### src/rtl/dft_stream_buffer_if.sv
// Bundles the software-side X/Y buffer signals, the start/status lines and
// the streaming DFT core handshake between the stream buffer and its peers.
// Ports: x_wr_* / y_rd_* buffer access, start_i, busy_o, done_o,
//        core_next_o, core_x_o, core_next_out_i, core_y_i,
//        timeout_o when DFT_STREAM_BUFFER_TIMEOUT_EN is defined.
// slave = the stream buffer itself; master = the driving side.
interface dft_stream_buffer_if #(
   parameter int SW    = 16,
   parameter int DEPTH = 32
);
   localparam int IW = $clog2(DEPTH);
   localparam int WW = 4 * SW;

   logic          x_wr_en_i;
   logic [IW-1:0] x_wr_idx_i;
   logic [WW-1:0] x_wr_data_i;
   logic [IW-1:0] y_rd_idx_i;
   logic [WW-1:0] y_rd_data_o;
   logic          start_i;
   logic          busy_o;
   logic          done_o;
   logic          core_next_o;
   logic [WW-1:0] core_x_o;
   logic          core_next_out_i;
   logic [WW-1:0] core_y_i;
`ifdef DFT_STREAM_BUFFER_TIMEOUT_EN
   logic          timeout_o;
`endif

   modport slave (
      input  x_wr_en_i, x_wr_idx_i, x_wr_data_i,
      input  y_rd_idx_i,
      output y_rd_data_o,
      input  start_i,
      output busy_o, done_o,
      output core_next_o, core_x_o,
      input  core_next_out_i, core_y_i
`ifdef DFT_STREAM_BUFFER_TIMEOUT_EN
      , output timeout_o
`endif
   );

   modport master (
      output x_wr_en_i, x_wr_idx_i, x_wr_data_i,
      output y_rd_idx_i,
      input  y_rd_data_o,
      output start_i,
      input  busy_o, done_o,
      input  core_next_o, core_x_o,
      output core_next_out_i, core_y_i
`ifdef DFT_STREAM_BUFFER_TIMEOUT_EN
      , input timeout_o
`endif
   );
endinterface

### src/rtl/dft_stream_buffer.sv
// Buffers 32 software-written X words, streams them into the DFT core after
// a start edge and captures the core's 32-word output burst into Y storage.
// Ports: clk_i, rst_ni (async, active-low), bus (dft_stream_buffer_if.slave).
// Optional WAIT watchdog: define DFT_STREAM_BUFFER_TIMEOUT_EN.
module dft_stream_buffer #(
   parameter int SW    = 16,
   parameter int DEPTH = 32
`ifdef DFT_STREAM_BUFFER_TIMEOUT_EN
   , parameter int TIMEOUT_CYCLES = 1024
`endif
) (
   input logic                clk_i,
   input logic                rst_ni,
   dft_stream_buffer_if.slave bus
);
   localparam int IW = $clog2(DEPTH);
   localparam int WW = 4 * SW;
   localparam logic [IW-1:0] LAST = IW'(DEPTH - 1);

   typedef logic [WW-1:0] word_t;

   typedef enum logic [2:0] {
      S_IDLE,
      S_NEXT,
      S_STREAM,
      S_WAIT,
      S_CAPTURE,
      S_DONE
   } state_t;

   state_t        state, state_n;
   logic [IW-1:0] cnt, cnt_n;
   logic          start_q;
   logic          start_req;
   logic          busy;
   word_t         y_rd_q;

   word_t x_mem [DEPTH];
   word_t y_mem [DEPTH];

`ifdef DFT_STREAM_BUFFER_TIMEOUT_EN
   localparam int TW = $clog2(TIMEOUT_CYCLES) + 1;
   localparam logic [TW-1:0] TLAST = TW'(TIMEOUT_CYCLES - 1);
   logic [TW-1:0] tcnt, tcnt_n;
   logic          timeout, timeout_n;
`endif

   // Only a 0->1 transition of the start level launches a run.
   assign start_req = bus.start_i & ~start_q;

   assign busy = state inside {S_NEXT, S_STREAM, S_WAIT, S_CAPTURE};

   always_ff @(posedge clk_i or negedge rst_ni) begin
      if (!rst_ni) begin
         state   <= S_IDLE;
         cnt     <= '0;
         start_q <= 1'b0;
         y_rd_q  <= '0;
`ifdef DFT_STREAM_BUFFER_TIMEOUT_EN
         tcnt    <= '0;
         timeout <= 1'b0;
`endif
      end else begin
         state   <= state_n;
         cnt     <= cnt_n;
         start_q <= bus.start_i;
         y_rd_q  <= y_mem[bus.y_rd_idx_i];
`ifdef DFT_STREAM_BUFFER_TIMEOUT_EN
         tcnt    <= tcnt_n;
         timeout <= timeout_n;
`endif
      end
   end

   always_comb begin
      state_n = state;
      cnt_n   = cnt;
`ifdef DFT_STREAM_BUFFER_TIMEOUT_EN
      tcnt_n    = tcnt;
      timeout_n = timeout;
`endif
      unique case (state)
         S_IDLE, S_DONE: begin
            if (start_req) begin
               state_n = S_NEXT;
`ifdef DFT_STREAM_BUFFER_TIMEOUT_EN
               timeout_n = 1'b0;
`endif
            end
         end
         S_NEXT: begin
            state_n = S_STREAM;
            cnt_n   = '0;
         end
         S_STREAM: begin
            if (cnt == LAST) begin
               state_n = S_WAIT;
               cnt_n   = '0;
`ifdef DFT_STREAM_BUFFER_TIMEOUT_EN
               tcnt_n  = '0;
`endif
            end else begin
               cnt_n = cnt + 1'b1;
            end
         end
         S_WAIT: begin
            if (bus.core_next_out_i) begin
               state_n = S_CAPTURE;
               cnt_n   = '0;
            end
`ifdef DFT_STREAM_BUFFER_TIMEOUT_EN
            else if (tcnt == TLAST) begin
               state_n   = S_IDLE;
               timeout_n = 1'b1;
            end else begin
               tcnt_n = tcnt + 1'b1;
            end
`endif
         end
         S_CAPTURE: begin
            if (cnt == LAST) begin
               state_n = S_DONE;
               cnt_n   = '0;
            end else begin
               cnt_n = cnt + 1'b1;
            end
         end
         default: begin
            state_n = S_IDLE;
            cnt_n   = '0;
         end
      endcase
   end

   // Storage arrays carry no reset so their contents survive rst_ni.
   always_ff @(posedge clk_i) begin
      if (bus.x_wr_en_i && !busy)
         x_mem[bus.x_wr_idx_i] <= bus.x_wr_data_i;
      if (state == S_CAPTURE)
         y_mem[cnt] <= bus.core_y_i;
   end

   // Status decoded from state so reset drops them asynchronously.
   assign bus.busy_o      = busy;
   assign bus.done_o      = (state == S_DONE);
   assign bus.core_next_o = (state == S_NEXT);
   assign bus.core_x_o    = (state == S_STREAM) ? x_mem[cnt] : '0;
   assign bus.y_rd_data_o = y_rd_q;
`ifdef DFT_STREAM_BUFFER_TIMEOUT_EN
   assign bus.timeout_o   = timeout;
`endif

endmodule

### src/flat_wrapper.sv
// flat-port wrapper written by rule: the top's interface ports become plain ports
module dft_stream_buffer_flat 
#(
   parameter int SW    = 16,
   parameter int DEPTH = 32

)
  (clk_i, rst_ni, bus_x_wr_en_i, bus_x_wr_idx_i, bus_x_wr_data_i, bus_y_rd_idx_i, bus_y_rd_data_o, bus_start_i, bus_busy_o, bus_done_o, bus_core_next_o, bus_core_x_o, bus_core_next_out_i, bus_core_y_i);
  dft_stream_buffer_if #(.SW(SW), .DEPTH(DEPTH)) bus_i ();
  input logic clk_i;
  input logic rst_ni;
  input wire logic [$bits(bus_i.x_wr_en_i)-1:0] bus_x_wr_en_i;
  input wire logic [$bits(bus_i.x_wr_idx_i)-1:0] bus_x_wr_idx_i;
  input wire logic [$bits(bus_i.x_wr_data_i)-1:0] bus_x_wr_data_i;
  input wire logic [$bits(bus_i.y_rd_idx_i)-1:0] bus_y_rd_idx_i;
  output wire logic [$bits(bus_i.y_rd_data_o)-1:0] bus_y_rd_data_o;
  input wire logic [$bits(bus_i.start_i)-1:0] bus_start_i;
  output wire logic [$bits(bus_i.busy_o)-1:0] bus_busy_o;
  output wire logic [$bits(bus_i.done_o)-1:0] bus_done_o;
  output wire logic [$bits(bus_i.core_next_o)-1:0] bus_core_next_o;
  output wire logic [$bits(bus_i.core_x_o)-1:0] bus_core_x_o;
  input wire logic [$bits(bus_i.core_next_out_i)-1:0] bus_core_next_out_i;
  input wire logic [$bits(bus_i.core_y_i)-1:0] bus_core_y_i;
  assign bus_i.x_wr_en_i = bus_x_wr_en_i;
  assign bus_i.x_wr_idx_i = bus_x_wr_idx_i;
  assign bus_i.x_wr_data_i = bus_x_wr_data_i;
  assign bus_i.y_rd_idx_i = bus_y_rd_idx_i;
  assign bus_y_rd_data_o = bus_i.y_rd_data_o;
  assign bus_i.start_i = bus_start_i;
  assign bus_busy_o = bus_i.busy_o;
  assign bus_done_o = bus_i.done_o;
  assign bus_core_next_o = bus_i.core_next_o;
  assign bus_core_x_o = bus_i.core_x_o;
  assign bus_i.core_next_out_i = bus_core_next_out_i;
  assign bus_i.core_y_i = bus_core_y_i;
  dft_stream_buffer #(.SW(SW), .DEPTH(DEPTH)) u_core (.clk_i(clk_i), .rst_ni(rst_ni), .bus(bus_i));
endmodule
### config.mk
export PLATFORM = sky130hd
export DESIGN_NAME = dft_stream_buffer_flat
export DESIGN_NICKNAME = d
export VERILOG_FILES = /design/src/rtl/dft_stream_buffer_if.sv /design/src/rtl/dft_stream_buffer.sv /design/src/flat_wrapper.sv
export SDC_FILE = /design/constraint.sdc
export NUM_CORES = 2
export LEC_CHECK = 0
export BUFFER_PORTS_ARGS = -buffer_cell sky130_fd_sc_hd__buf_2
export CORE_ASPECT_RATIO = 1.5
export CORE_UTILIZATION = 60
export DETAILED_ROUTE_END_ITERATION = 16
export PLACE_DENSITY = 0.81
export REMOVE_ABC_BUFFERS = 1
export SLEW_MARGIN = 20
export SYNTH_ARGS = -nofsm -noshare
export SYNTH_HDL_FRONTEND = slang
export SYNTH_SLANG_ARGS = --single-unit
### constraint.sdc
create_clock -name clk_i -period 9.7 [get_ports clk_i]
set_clock_uncertainty 0.05 [all_clocks]
set_input_delay 1.94 -clock clk_i [delete_from_list [all_inputs] [get_ports clk_i]]
set_output_delay 1.94 -clock clk_i [all_outputs]
set_load 0.005 [all_outputs]
* Yosys cells after proc, flatten, opt, wreduce, memory -nomap -nowiden
Memory sizes are Yosys's and may differ from the RTL's. A register that Yosys moved wholly into a read port is not among the register bits.
Index checks and enable logic that the tools add are counted.
** Operators by class
- Add/sub/neg operators :: 1
- Equal/unequal tests :: 10
- Muxes and demuxes :: 13
- Bitwise operators :: 3
- Reduce and logical (&&, ||, !) cells :: 9
** Operators with widths (number)
- 2-to-1 mux 64 bit :: 1
- case mux 3 bit (5 select lines) :: 1
- case mux 5 bit (3 select lines) :: 1
- 2-to-1 mux 3 bit :: 4
- 2-to-1 mux 5 bit :: 2
- == test 3 x 2 -> 1 bit, second input constant :: 2
- == test 3 bit, second input constant :: 2
- != test 2 x 1 -> 1 bit, second input constant :: 3
- adder 5 x 1 -> 5 bit, second input constant :: 1
- == test 5 bit, second input constant :: 1
- 2-to-1 mux 1 bit :: 4
- AND reduction 4 bit :: 1
- nonzero test 4 bit :: 1
- OR reduction 2 bit :: 2
- == test 3 x 1 -> 1 bit, second input constant :: 1
- zero test 3 bit :: 1
- zero test 1 bit :: 2
- != test 2 bit, second input constant :: 1
- NOT 1 bit :: 2
- AND reduction 2 bit :: 1
- bitwise AND 1 bit :: 1
- logical AND 1 bit :: 1
** Word-level totals
- Register bits after elaboration :: 9
- Memory bits (writable) :: 4096
- Output and inout bits :: 131
- Memories kept :: 2
** Memory list
- u_core.x_mem :: words 32, bits a word 64, read ports 1, clocked after Yosys merged registers in 0, write ports 1, RTL line dft_stream_buffer.sv:38 : word_t x_mem [DEPTH];
- u_core.y_mem :: words 32, bits a word 64, read ports 1, clocked after Yosys merged registers in 1, write ports 1, RTL line dft_stream_buffer.sv:39 : word_t y_mem [DEPTH];

* Depth between registers and ports, before layout
- Depth in word-level cells :: 6
- Gate-level depth with buffers :: 8
- Mapped depth without buffers :: 6

* Worst setup path after synthesis
No wires, ideal clock.
- Kind :: input to register
- From :: input port bus_x_wr_en_i
- To :: memory u_core.x_mem[12][0] in the netlist's numbering (enable)
- Setup time :: 0.486 ns
- Arrival time :: 5.403 ns
- Data required time :: 9.164 ns
- Setup slack :: 3.760 ns
- Stages :: 4
- Cells stage by stage :: a21boi_1 -> or3b_1 -> clkbuf_1 -> nor2_1
** Between the ends
- Cells in the longest elaborated chain, start to end :: 3
** Ends and longest elaborated chain
- start, declared :: RTL line flat_wrapper.sv:12 : input wire logic [$bits(bus_i.x_wr_en_i)-1:0] bus_x_wr_en_i;
- logical AND 1 bit :: RTL line dft_stream_buffer.sv:137 : if (bus.x_wr_en_i && !busy)
- 2-to-1 mux 1 bit :: RTL line dft_stream_buffer.sv:137
- 2-to-1 mux 1 bit (not written as such) :: RTL line dft_stream_buffer.sv:138 : x_mem[bus.x_wr_idx_i] <= bus.x_wr_data_i;
- end, declared :: RTL line dft_stream_buffer.sv:38
Every way passes these cells.

* Final worst setup path
- From :: register u_core.cnt[0]
- To :: output port bus_core_x_o[47]
** Between the ends
- Cells in the longest elaborated chain, start to end :: 2
** Ends and longest elaborated chain
- start, declared :: RTL line dft_stream_buffer.sv:32 : logic [IW-1:0] cnt, cnt_n;
- start signal, assigned :: RTL line dft_stream_buffer.sv:65 : cnt <= cnt_n;
- memory read (32 x 64 bit)
- 2-to-1 mux 64 bit :: RTL line dft_stream_buffer.sv:147 : assign bus.core_x_o = (state == S_STREAM) ? x_mem[cnt] : '0;
- end, declared :: RTL line flat_wrapper.sv:21 : output wire logic [$bits(bus_i.core_x_o)-1:0] bus_core_x_o;
Every way passes these cells.

==> summary.md <==
| Metric | Value |
|---|---|
| Outcome | finished clean |
| Vias in the first global route | 79785 |
| Seq/Total Area, Yosys | 0.7981 |
| Global-route wire length before repair | 590200 um |
| Gpl congestion | 0.7734 |
| Max-cap viol count | 0 |
| Crit path buffers/inverters | 3 |
| RSZ-0062 raised after global routing | false |
| Final wirelength | 422800 um |
| Detailed Routing Iterations Pass 1 | 6 |
| Clk sinks | 4169 |
| Total Neg Setup Slack | 0 ns |
| Final worst path period share | 0.7025 |
| Avg Vias per Cell | 7.318 |
| Clk Tree Root Cell | clkbuf_16 |
| Synth Cell Area | 156400 um^2 |
| Post-CTS Setup Repair Bufs | 0 |
| Rows | 229 |
| Critical path peak fanout | 42 |
| Initial DRC count | 10867 |
| Hold WC Path Type | reg -> reg |
| Detail Route Antenna Nets | 0 |
| CP Capture Type | output pin |
| Crit path kind | reg -> out |
| F_max | 0.1468 GHz |
| Reg area | 124800 um^2 |
| Crit path DAT | 4.82 ns |
| PortBufs | 273 |
| Nets | 6886 |
| Post-synth EDFFs | 4096 |
| TritonCTS clock tree | yes |
| Worst-skew pair later-pin latency | 0.90 ns |
| Final Worst Setup Slack | 2.886 ns |
| Vias | 76910 |
| Post-synth top area share | 0.7865 |
| Commonest register cell after synthesis | edfxtp_1 |
| DP Area | 162600 um^2 |
| Die area | 262700 um^2 |
| Worst-path clk slew | 0.06 ns |
| Routed WL per cell | 40.23 um |
| Area leader, netlist | edfxtp_1 |
| Crit path time final | 6.814 ns |
| Layout cells sized above 1 | 0.3193 |
| Post-CTS resize count | 0 |
| Max Slew Vio Count | 0 |
| Register bit total from synthesis | 4169 |
| CP required | 7.71 ns |
| Most used cell, CP | buf_4 |
| H-tree Lvls | 5 |
| Pin count of the biggest net entering global routing | 147 |
| Asr flop ratio synth | 0.01751 |
| # hold bufs at CTS | 0 |
| Relative slew slack | 0.1785 |
| Ranking of synthesized cells by area | edfxtp_1 (79%), mux4_2 (16%), dfrtp_1 (1.2%), a22oi_1 (0.62%), mux2_2 (0.61%) |
| Starting Density | 0.6031 |
| Die Span Y | 627.3 um |
| CP peak stage delay | 0.98 ns |
| DRC | 0 |
| PD cells | 232.9 nW/um^2 |
| Initial antenna violation count | 53 |
| Clock Tree Buf Depth | 4 |
| CP startpoint kind | flop |
| Largest delay contributor family on the critical path | buffers and inverters |
| Core ar. | 259300 um^2 |
| Count of cell types in the netlist | 44 |
| CP Cell Sequence | buf_4 -> buf_4 -> mux4_2 -> a22o_1 -> a221oi_1 -> a31oi_1 -> buf_2 |
| Remaining global-route overflow | 0 |
| Global-route usage over all layers | 0.3245 |
| Syn_area_per_cell | 24.93 um^2 |
| Area grow syn2layout | 11.60% |
| Final Hold Fails | 0 |
| LEAKAGE | 53.97 nW |
| TritonCTS Buffers | 360 |
| Max IR drop VDD | 0.3341 mV |
| Yosys warns | 0 |
| Crit path max-delay cell type | dfrtp_4 |
| Final instance area | 174500 um^2 |
| Worst Hold Margin | 0.5578 ns |
| Die X | 418.9 um |
| Final setup viols | 0 |
| Post-place setup slack | 3.780 ns |
| Reg2Reg Setup Slack | 4.70 ns |
| Detail Placement HPWL | 189300 um |
| Worst slew pin tran | 1.232 ns |
| Fill cells | 14527 |
| I/O pins | 274 |
| Area of the multi-input gates | 30550 um^2 |
| Post-Syn Instances | 6274 |
## cell usage after synthesis, types with 2 or more instances
cell      count
nand2_1      17
a22oi_1     129
or3b_2        2
o211ai_1      2
buf_6         3
o21ai_0       5
or3_1         3
edfxtp_1   4096
o22ai_1      20
and2_1        4
nor3_1        4
dfrtp_1      73
nor3b_1       3
and3b_1       2
buf_4        38
o21a_1        2
mux2i_1      43
nand3_1       4
buf_1        48
and3_1        3
a31oi_1      66
nor2_1       76
a22o_1       66
inv_1         2
buf_2        90
a221oi_1     84
mux4_2     1109
clkbuf_1    163
nor2b_1       3
nand2b_1      3
nand3b_1      9
mux2_2       85
a21oi_1       2
ha_1          5
## sequential cells by signal, summed over array words and instances (netlist names)
| name | cells |
|---|---|
| u_core.x_mem | 2048 |
| u_core.y_mem | 2048 |
| u_core.bus.y_rd_data_o | 64 |
| u_core.cnt | 5 |
| u_core.state | 3 |
| u_core.start_q | 1 |
## layer usage
layer  up-vias  wire length [um]  track usage
met2      6847            218600       0.5554
met4        56             24960       0.1671
li1      28299                 -            -
met5         -               367            0
met3      1589             48790      0.07991
met1     40119            130100       0.3817
## worst paths after layout
check | cells after the start | startpoint | to
max | 7 | u_core.cnt[0] | bus_core_x_o[47]
min | 3 | u_core.start_q | u_core.state[2]
max reg2reg | 6 | u_core.cnt[1] | u_core.y_mem[15][25]
min reg2reg | 3 | u_core.start_q | u_core.state[2]
max in group asynchronous | 2 | rst_ni | u_core.bus.y_rd_data_o[52]
min in group asynchronous | 1 | rst_ni | u_core.bus.y_rd_data_o[53]
## layout make-up
cell class	count	share of cell area
Tap cell	3465	0.02484
Inverter	2	0.00004301
Antenna cell	20	0.0002867
Sequential cell	4169	0.7152
Multi-Input combinational cell	1761	0.1750
Timing Repair Buffer	444	0.01689
Clock buffer	458	0.05627
Clock inverter	191	0.01143
## cells by family (layout without fill, tap and decap cells)
family                   after synthesis  after routing  synth area share
AO/OA/AOI/OAI                        381            381           0.01870
XOR/XNOR                               1              1        0.00005601
adder cells (fa/ha/maj)                5              5         0.0004000
multiplexers                        1237           1237            0.1686
flip-flops                          4169           4169            0.7981
other                                  0             20                 0
AND/OR/NAND/NOR                      137            137          0.004104
buffers and inverters                344           1095           0.01003
## metrics by stage
stage / utilization / power (mW) / cells
after floorplan: - / 25.84 / 5932
after global placement: 0.6270 / 26.03 / 9838
after detailed placement: 0.6272 / 26.17 / 9840
after CTS: 0.6727 / 40.73 / 10489
after global routing: 0.6729 / 41.57 / 10493
final: 0.6731 / 40.65 / 10510
## tightest hold or removal path: stages (launching register included)
cell and delay, ns:
dfrtp_1 0.34, nand3b_1 0.11, nand2_1 0.05, o21ai_0 0.06
## cell usage in the layout (no fill, tap or decap), types with 3 or more instances in the layout
cell type	synthesis	final
a221oi_1	84	84
a22o_1	66	66
a22oi_1	129	129
a31oi_1	66	63
a31oi_2	0	3
and2_1	4	3
buf_12	0	16
buf_16	0	3
buf_2	90	267
buf_4	38	155
buf_8	0	3
bufinv_16	0	38
clkbuf_1	163	67
clkbuf_16	0	372
clkbuf_8	0	19
clkinv_1	0	60
clkinv_2	0	58
clkinv_4	0	8
clkinv_8	0	4
clkinvlp_4	0	16
dfrtp_1	73	71
diode_2	0	20
edfxtp_1	4096	4096
ha_1	5	5
inv_6	0	6
mux2_2	85	85
mux2i_1	43	43
mux4_2	1109	1109
nand2_1	17	16
nand2b_1	3	3
nand3_1	4	4
nand3b_1	9	9
nor2_1	76	10
nor2_4	0	65
nor3_1	4	3
o21ai_0	5	5
o22ai_1	20	20
or3_1	3	3
## power breakdown
group	internal [mW]	switching, mW	total [mW]
Sequential	20.0	0.183	20.1
Clock	8.20	6.52	14.7
Combinational	2.65	3.15	5.80
Total	30.8	9.85	40.6
No activity file was read; power rests on OpenSTA's default activity.
